<file path="config.mk">
export PLATFORM = sky130hd
export DESIGN_NAME = lcd_text_driver
export DESIGN_NICKNAME = d
export VERILOG_FILES = /design/src/rtl/lcd_text_driver.sv
export SDC_FILE = /design/constraint.sdc
export NUM_CORES = 1
export LEC_CHECK = 0
export ABC_AREA = 1
export CORE_UTILIZATION = 45
export CTS_CLUSTER_DIAMETER = 40
export DETAILED_ROUTE_END_ITERATION = 6
export PLACE_DENSITY = 0.7
export SYNTH_ARGS = -nofsm -noshare
export SYNTH_HDL_FRONTEND = slang
export SYNTH_SLANG_ARGS = --single-unit
</file>
<file path="constraint.sdc">
create_clock -name clk_1kHz -period 2.65 [get_ports clk_1kHz]
set_input_delay 0.265 -clock clk_1kHz [delete_from_list [all_inputs] [get_ports clk_1kHz]]
set_output_delay 0.265 -clock clk_1kHz [all_outputs]
set_load 0.1 [all_outputs]
</file>
<file path="src/rtl/lcd_text_driver.sv">
// -----------------------------------------------------------------------------
// lcd_text_driver
//
// Drives an HD44780-style character LCD over its 8-bit parallel bus. It shows
// two 16-character text lines supplied by the active display mode.
//
// After reset the driver waits for the panel to power up. It then runs the
// init command sequence. After that it refreshes both rows continuously.
//
// Every byte write takes three cycles:
//   SETUP : e=0, rs/data take the new byte
//   PULSE : e=1
//   HOLD  : e=0, rs/data held
// This means e can never be high on two consecutive cycles.
//
// Both input lines are copied into internal buffers during the SETUP cycle of
// each frame's 8'h80 command. A frame therefore always shows one consistent
// snapshot of the text.
//
// Ports
//   clk_1kHz      in   1    system clock (1 ms period)
//   i_rst_n       in   1    asynchronous reset, active low
//   i_line1       in   128  row-1 text, char k at [127-8k -: 8]
//   i_line2       in   128  row-2 text, same packing
//   o_lcd_e       out  1    LCD enable strobe
//   o_lcd_rs      out  1    0 = command, 1 = data
//   o_lcd_rw      out  1    always 0 (write-only)
//   o_lcd_data    out  8    LCD data bus
//   o_init_done   out  1    high once the init sequence has completed
//   o_frame_done  out  1    one-cycle pulse in the HOLD of the last row-2 char
// -----------------------------------------------------------------------------
`timescale 1ns/1ps
module lcd_text_driver #(
    parameter int POWER_ON_WAIT = 20,
    parameter int CLEAR_WAIT    = 2,
    parameter int REFRESH_GAP   = 0
) (
    input  logic         clk_1kHz,
    input  logic         i_rst_n,
    input  logic [127:0] i_line1,
    input  logic [127:0] i_line2,
    output logic         o_lcd_e,
    output logic         o_lcd_rs,
    output logic         o_lcd_rw,
    output logic [7:0]   o_lcd_data,
    output logic         o_init_done,
    output logic         o_frame_done
);

    typedef enum logic [2:0] {
        ST_PWR_WAIT,
        ST_INIT,
        ST_CLR_WAIT,
        ST_FRAME,
        ST_GAP
    } state_t;

    typedef enum logic [1:0] {
        PH_SETUP,
        PH_PULSE,
        PH_HOLD
    } phase_t;

    // Terminal counts for the idle waits. The counter runs from 0 to N-1.
    localparam logic [15:0] PWR_LAST = 16'(POWER_ON_WAIT - 1);
    localparam logic [15:0] CLR_LAST = 16'(CLEAR_WAIT - 1);
    localparam logic [15:0] GAP_LAST = 16'(REFRESH_GAP - 1);

    state_t       r_state;
    phase_t       r_phase;
    logic [1:0]   r_init_idx;
    logic [15:0]  r_cnt;
    logic         r_row;        // 0 = row 1, 1 = row 2
    logic         r_cmd;        // current write is the row-address command
    logic [3:0]   r_char;       // char index within the row; wraps 15 -> 0
    logic [127:0] r_buf1;
    logic [127:0] r_buf2;
    logic         r_e;
    logic         r_rs;
    logic [7:0]   r_data;
    logic         r_init_done;
    logic         r_frame_done;

    logic [127:0] w_cur_buf;
    logic [3:0]   w_next_idx;
    logic [7:0]   w_next_char;
    logic         w_last_char;

    function automatic logic [7:0] init_byte(input logic [1:0] idx);
        case (idx)
            2'd0:    return 8'h38;   // 8-bit bus, 2 lines
            2'd1:    return 8'h0C;   // display on, cursor off
            2'd2:    return 8'h01;   // clear
            default: return 8'h06;   // entry mode: increment
        endcase
    endfunction

    function automatic logic [7:0] char_of(input logic [127:0] line, input logic [3:0] idx);
        return line[(7'd127 - {idx, 3'b000}) -: 8];
    endfunction

    // Finds the character that follows the current write in the same row.
    // After the row command this is char 0. Otherwise it is the next index.
    assign w_cur_buf   = r_row ? r_buf2 : r_buf1;
    assign w_next_idx  = r_cmd ? 4'd0 : r_char + 4'd1;
    assign w_next_char = char_of(w_cur_buf, w_next_idx);
    assign w_last_char = r_row & ~r_cmd & (r_char == 4'd15);

    always_ff @(posedge clk_1kHz or negedge i_rst_n) begin
        if (!i_rst_n) begin
            r_state      <= ST_PWR_WAIT;
            r_phase      <= PH_SETUP;
            r_init_idx   <= 2'd0;
            r_cnt        <= 16'd0;
            r_row        <= 1'b0;
            r_cmd        <= 1'b0;
            r_char       <= 4'd0;
            r_buf1       <= '0;
            r_buf2       <= '0;
            r_e          <= 1'b0;
            r_rs         <= 1'b0;
            r_data       <= 8'h00;
            r_init_done  <= 1'b0;
            r_frame_done <= 1'b0;
        end else begin
            r_frame_done <= 1'b0;
            case (r_state)
                ST_PWR_WAIT: begin
                    if (r_cnt == PWR_LAST) begin
                        r_cnt      <= 16'd0;
                        r_state    <= ST_INIT;
                        r_phase    <= PH_SETUP;
                        r_init_idx <= 2'd0;
                        r_rs       <= 1'b0;
                        r_data     <= init_byte(2'd0);
                    end else begin
                        r_cnt <= r_cnt + 16'd1;
                    end
                end

                ST_INIT: begin
                    case (r_phase)
                        PH_SETUP: begin
                            r_e     <= 1'b1;
                            r_phase <= PH_PULSE;
                        end
                        PH_PULSE: begin
                            r_e     <= 1'b0;
                            r_phase <= PH_HOLD;
                        end
                        default: begin
                            if (r_init_idx == 2'd3) begin
                                // Init is complete. Go straight into the first frame.
                                r_init_done <= 1'b1;
                                r_state     <= ST_FRAME;
                                r_phase     <= PH_SETUP;
                                r_row       <= 1'b0;
                                r_cmd       <= 1'b1;
                                r_char      <= 4'd0;
                                r_rs        <= 1'b0;
                                r_data      <= 8'h80;
                            end else if (r_init_idx == 2'd2 && CLEAR_WAIT != 0) begin
                                // The clear command needs extra settling time.
                                r_state <= ST_CLR_WAIT;
                                r_cnt   <= 16'd0;
                            end else begin
                                r_init_idx <= r_init_idx + 2'd1;
                                r_phase    <= PH_SETUP;
                                r_data     <= init_byte(r_init_idx + 2'd1);
                            end
                        end
                    endcase
                end

                ST_CLR_WAIT: begin
                    if (r_cnt == CLR_LAST) begin
                        r_cnt      <= 16'd0;
                        r_state    <= ST_INIT;
                        r_phase    <= PH_SETUP;
                        r_init_idx <= 2'd3;
                        r_data     <= init_byte(2'd3);
                    end else begin
                        r_cnt <= r_cnt + 16'd1;
                    end
                end

                ST_FRAME: begin
                    case (r_phase)
                        PH_SETUP: begin
                            if (!r_row && r_cmd) begin
                                r_buf1 <= i_line1;
                                r_buf2 <= i_line2;
                            end
                            r_e     <= 1'b1;
                            r_phase <= PH_PULSE;
                        end
                        PH_PULSE: begin
                            r_e          <= 1'b0;
                            r_phase      <= PH_HOLD;
                            r_frame_done <= w_last_char;
                        end
                        default: begin
                            if (w_last_char) begin
                                if (REFRESH_GAP == 0) begin
                                    r_phase <= PH_SETUP;
                                    r_row   <= 1'b0;
                                    r_cmd   <= 1'b1;
                                    r_char  <= 4'd0;
                                    r_rs    <= 1'b0;
                                    r_data  <= 8'h80;
                                end else begin
                                    r_state <= ST_GAP;
                                    r_cnt   <= 16'd0;
                                end
                            end else if (!r_cmd && r_char == 4'd15) begin
                                // End of row 1: the index wraps and row 2 starts with its address command.
                                r_phase <= PH_SETUP;
                                r_row   <= 1'b1;
                                r_cmd   <= 1'b1;
                                r_char  <= 4'd0;
                                r_rs    <= 1'b0;
                                r_data  <= 8'hC0;
                            end else begin
                                r_phase <= PH_SETUP;
                                r_cmd   <= 1'b0;
                                r_char  <= w_next_idx;
                                r_rs    <= 1'b1;
                                r_data  <= w_next_char;
                            end
                        end
                    endcase
                end

                ST_GAP: begin
                    if (r_cnt == GAP_LAST) begin
                        r_cnt   <= 16'd0;
                        r_state <= ST_FRAME;
                        r_phase <= PH_SETUP;
                        r_row   <= 1'b0;
                        r_cmd   <= 1'b1;
                        r_char  <= 4'd0;
                        r_rs    <= 1'b0;
                        r_data  <= 8'h80;
                    end else begin
                        r_cnt <= r_cnt + 16'd1;
                    end
                end

                default: begin
                    r_state <= ST_PWR_WAIT;
                    r_cnt   <= 16'd0;
                end
            endcase
        end
    end

    assign o_lcd_e      = r_e;
    assign o_lcd_rs     = r_rs;
    assign o_lcd_rw     = 1'b0;
    assign o_lcd_data   = r_data;
    assign o_init_done  = r_init_done;
    assign o_frame_done = r_frame_done;

endmodule
</file>
### Yosys cells after proc, flatten, opt, wreduce, memory -nomap -nowiden

Index checks and enable logic that the tools add are counted.

| cells by class | value |
|---|---|
| add/sub/neg operators | 4 |
| eq/ne operators | 26 |
| shifts and indexed selects | 1 |
| muxes and demuxes | 69 |
| bitwise logic cells | 5 |
| reduce and logical (&&, ||, !) cells | 25 |

Operators with widths:

| kind | number |
|---|---|
| 135-bit by 8-bit variable part select with 8-bit output | 1 |
| 128-bit two-way mux | 1 |
| 16-bit two-way mux | 6 |
| 16-bit case mux with 5 select lines | 1 |
| 8-bit two-way mux | 9 |
| 8-bit case mux with 5 select lines | 1 |
| 4-bit two-way mux | 7 |
| 6-bit AND reduction | 4 |
| 1-bit two-way mux | 18 |
| 2-bit two-way mux | 9 |
| 3-bit two-way mux | 6 |
| 2-bit inequality test (second input constant) | 9 |
| 6-bit case mux with 3 select lines | 1 |
| 16-bit by 1-bit adder with 16-bit output (second input constant) | 1 |
| 16-bit by 1-bit equality test with 1-bit output (second input constant) | 1 |
| 16-bit equality test (second input constant) | 1 |
| 16-bit by 5-bit equality test with 1-bit output (second input constant) | 1 |
| 3-bit case mux with 5 select lines | 1 |
| 4-bit case mux with 3 select lines | 1 |
| 2-bit case mux with 5 select lines | 1 |
| 5-bit AND reduction | 2 |
| 3-bit inequality test (second input constant) | 3 |
| 2-bit case mux with 2 select lines | 2 |
| 7-bit AND reduction | 1 |
| 28 further kinds | 42 |

| word-level totals | value |
|---|---|
| register bits | 297 |
| bits of input ports | 258 |

### Longest topological paths before layout

| depth | value |
|---|---|
| depth after elaboration | 8 |
| depth in mapped cells | 14 |

### Worst setup path before layout

No wires, ideal clock.

| timing | value |
|---|---|
| path type | register to register |
| from | reg r_state[0] |
| to | reg r_data[3], in the netlist o_lcd_data[3] |
| setup time | 78 ps |
| arrival time | 1,646 ps |
| required time | 2,572 ps |
| path slack | 926 ps |
| stages on the path, launching flop included | 10 |
| cells stage by stage | dfrtp_1 > ha_1 > buf_2 > nor2_1 > nor2_1 > inv_1 > nand4_4 > inv_1 > nor2_1 > a21oi_1 |

| on the way | value |
|---|---|
| cells in the longest elaborated chain, start to end | 3 |

RTL lines:

| element | line | source |
|---|---|---|
| start: declaration | 69 | `state_t r_state;` |
| start signal: assignment | 111 | `r_state <= ST_PWR_WAIT;` |
| start signal: assignment | 131 | `r_state <= ST_INIT;` |
| start signal: assignment | 155 | `r_state <= ST_FRAME;` |
| 3-bit by 1-bit equality test with 1-bit output (tied with other cells) | 127 | `case (r_state)` |
| 3-bit inequality test (no line) (tied with other cells) | -- |  |
| 7-bit AND reduction (no line) | -- |  |
| end signal: assignment | 135 | `r_data <= init_byte(2'd0);` |
| end signal: assignment | 169 | `r_data <= init_byte(r_init_idx + 2'd1);` |
| end signal: assignment | 181 | `r_data <= init_byte(2'd3);` |
| end: declaration | 80 | `logic [7:0] r_data;` |

Parallel ways exist; a longest one is shown, timed or not.
A chain may end at the register's enable or synchronous reset.

### Worst setup path after layout

| timing | value |
|---|---|
| from | reg r_char[0] |
| to | reg r_data[3], in the netlist o_lcd_data[3] |

| on the way | value |
|---|---|
| cells in the longest elaborated chain, start to end | 8 |

RTL lines:

| element | line | source |
|---|---|---|
| start: declaration | 75 | `logic [3:0] r_char;` |
| start signal: assignment | 226 | `r_char <= w_next_idx;` |
| 4-bit by 1-bit adder with 4-bit output | 105 | `assign w_next_idx = r_cmd ? 4'd0 : r_char + 4'd1;` |
| 4-bit two-way mux | 105 |  |
| 7-bit subtractor | 99 | `return line[(7'd127 - {idx, 3'b000}) -: 8];` |
| 135-bit by 8-bit variable part select with 8-bit output | 99 |  |
| 8-bit two-way mux | 215 | `end else if (!r_cmd && r_char == 4'd15) begin` |
| 8-bit two-way mux * | 203 | `if (w_last_char) begin` |
| 8-bit two-way mux * | 188 | `case (r_phase)` |
| 8-bit case mux with 5 select lines * | 127 |  |
| end signal: assignment | 135 |  |
| end signal: assignment | 181 |  |
| end signal: assignment | 228 | `r_data <= w_next_char;` |

Mark *: on every way between the ends. The rest lies on a longest branch, timed or not. The select of a mux whose other input is x is not followed.

==> metrics.yaml <==
ir_drop_mv: 0.3757
initial_core_util: 0.4593
tns_ns: 0
cp.arrival_ns: 2.61
grt.total_usage: 0.2501
die_x_um: 181.9
synth_fp_nets: 1783
grt_max_degree: 92
rows: 65
avgViaCountPerCell: 5.422
timing.fmax_mhz: 462.4
slew_headroom: 0.5842
topRoutingLayerUsed: "met4"
crit_fanout: 32
vias: 11950
ys.flop_type: "dfrtp_1"
tightest_slew_ns: 0.6238
cts.htree.levels: 2
met2_length_um: 19470
grt_pass1_vias: 12140
cts.path.max_buffers: 3
antenna_left: 0
cap_violations: 0
routed_wl_um: 40630
status: "completed"
r2r_end: "o_lcd_data[3]"
rsz0062_at_grt: "no"
cts_sinks: 296
critPathCapture: "o_lcd_data[3]"
dr.first_iter.drc_count: 917
clkSlewWorstSetupHoldPaths_ns: 0.05
synthTopCellsByCount: "nand2_1, dfrtp_1, nand3_1"
wl_met1_um: 16880
grt_pass1_wl_um: 64670
period_needed_ns: 2.163
wl_per_cell_um: 18.44
root_buffer: "clkbuf_16"
required_ns: 3.09
yosys_warnings: 0
yosysTopAreaCell: "dfrtp_1"
dieArea_um2: 33100
holdWs_ns: 0.3089
worstHoldPathType: "in -> async"
clk_latency_ns: 0.53
async_reset_ff_frac: 1.000
r2r_cells: 9
synthesis.area_um2: 14570
cts_tree: "built"
critPathCaptureType: "flop"
die_y_um: 181.9
ys_ff_latch: 296
syn2layout_area_growth_pct: 31.14
antenna_found_initial: 5
leakagePower_nw: 8.675
nets: 2037
post_cts_buffers: 0
cts_buffers: 43
synthTopCellsByArea: "dfrtp_1, mux2_2, nand2_1"
power_per_cell_area_nw_per_um2: 596.1
worstReg2RegStart: "r_char[0]"
core_um2: 31720
min_period_over_period: 0.8161
final_layout_size_suffix_gt1_frac: 0.1974
ioPinCount: 271
place_congestion: 0.8736
path_class: "reg -> reg"
synth_most_common_cell: "nand2_1"
post-dp-hpwl_um: 28350
firstDrtPassIters: 5
setup_viol: 0
yosys.cell_types.count: 42
slew_violations: 0
start_kind: "flop"
critical_path.startpoint: "r_char[0]"
synth_top_area_frac: 0.5085
reg2reg_slack_ns: 0.49
syn_inst: 1512
drc_errors: 0
met3_length_um: 2868
finalHoldViolations: 0
numPortBuffers: 269
avgSynthCellArea_um2: 9.635
synth_edf_count: 0
synth-seq-area-share: 0.5085
overflow: 0
finalClockSkew_ns: 0.01412
-- placed cells by master (no fill, tap or decap), types with 14 or more instances in the layout --
master,Yosys,routed
clkbuf_16,0,43
mux2_2,184,184
nand3_1,233,232
o211ai_1,14,14
mux2_4,20,20
inv_1,85,85
dfrtp_1,296,295
a21oi_1,64,64
nand2_1,333,332
nor2_1,86,85
buf_4,11,29
clkdlybuf4s50_1,0,256
-- metrics by stage --
step           instance area, um2  power, W    util  setup WS, ns  cells
2_1_floorplan               14570  0.005203       -        0.9264   1512
3_3_place_gp                17650  0.005806  0.5565        0.5666   2122
3_5_place_dp                17650  0.005828  0.5565        0.5382   2122
4_1_cts                     19090   0.01150  0.6020        0.4910   2200
5_1_grt                     19100   0.01178  0.6022        0.2816   2202
6_report                    19100   0.01139  0.6023        0.4872   2204
-- repair_timing --
action                     CTS  global route
setup endpoints to repair    0             0
hold endpoints to repair    70             0
resized for setup            0             0
hold buffers                 1             0
-- per-layer routing --
layer	GRT usage	vias to the layer above
li1	-	5569
met1	0.3257	5856
met2	0.4117	437
met3	0.04813	89
met4	0.09849	0
met5	0	-
-- power by group --
group          internal (W)  switching (W)
clock network       0.00359        0.00205
logic              0.000542       0.000378
registers           0.00473      0.0000974
-- worst max-delay path, cell delays in order (launching register included) --
cell and delay (ns):
dfrtp_1 0.43, ha_1 0.32, nand2_2 0.08, buf_4 0.44, nand3_1 0.23, nand3_1 0.12, nand3_1 0.08, nand2_1 0.14
nand3_1 0.09, a21oi_1 0.14
-- how the worst min path moves through the flow --
| stage | from | end | depth (start not counted) |
|---|---|---|---|
| floorplan | i_rst_n | o_frame_done | 0 |
| global placement | i_rst_n | r_buf2[77] | 1 |
| detailed placement | i_rst_n | r_buf2[77] | 1 |
| CTS | i_line2[70] | r_buf2[70] | 3 |
| global route | i_line1[12] | r_buf1[12] | 2 |
| finish | i_rst_n | r_buf2[77] | 2 |
-- cell type report --
| type | count | area [um2] |
|---|---|---|
| fillers | 2688 | 12610 |
| well taps | 402 | 503.0 |
| clock buffers | 55 | 1201 |
| multi-input cells | 1031 | 6324 |
| inverters | 94 | 356.6 |
| clock inverters | 22 | 234.0 |
| repair buffers | 300 | 3065 |
| diodes | 4 | 10.01 |
| flip-flops and latches | 296 | 7411 |
-- state kept, by name, indices dropped and copies added, names as in the netlist, 2 cells and up --
| register | count |
|---|---|
| r_phase | 2 |
| r_buf1 | 128 |
| r_state | 2 |
| r_buf2 | 128 |
| r_init_idx | 2 |
| r_cnt | 16 |
| o_lcd_data | 8 |
| r_char | 4 |
-- logic make-up (layout without fill, tap and decap cells) --
| family | count (synthesis) | after routing | synth area share |
|---|---|---|---|
| adders and majority gates | 13 | 13 | 0.01117 |
| other | 1 | 5 | 0.0002574 |
| muxes | 204 | 204 | 0.1628 |
| DFF | 296 | 296 | 0.5085 |
| buffers and inverters | 185 | 471 | 0.05901 |
| xor gates and xnor gates | 5 | 5 | 0.003006 |
| AOI/OAI and AO/OA | 111 | 111 | 0.04329 |
| and+or+nand+nor | 697 | 697 | 0.2120 |
Power figures use the tool's default switching activity.
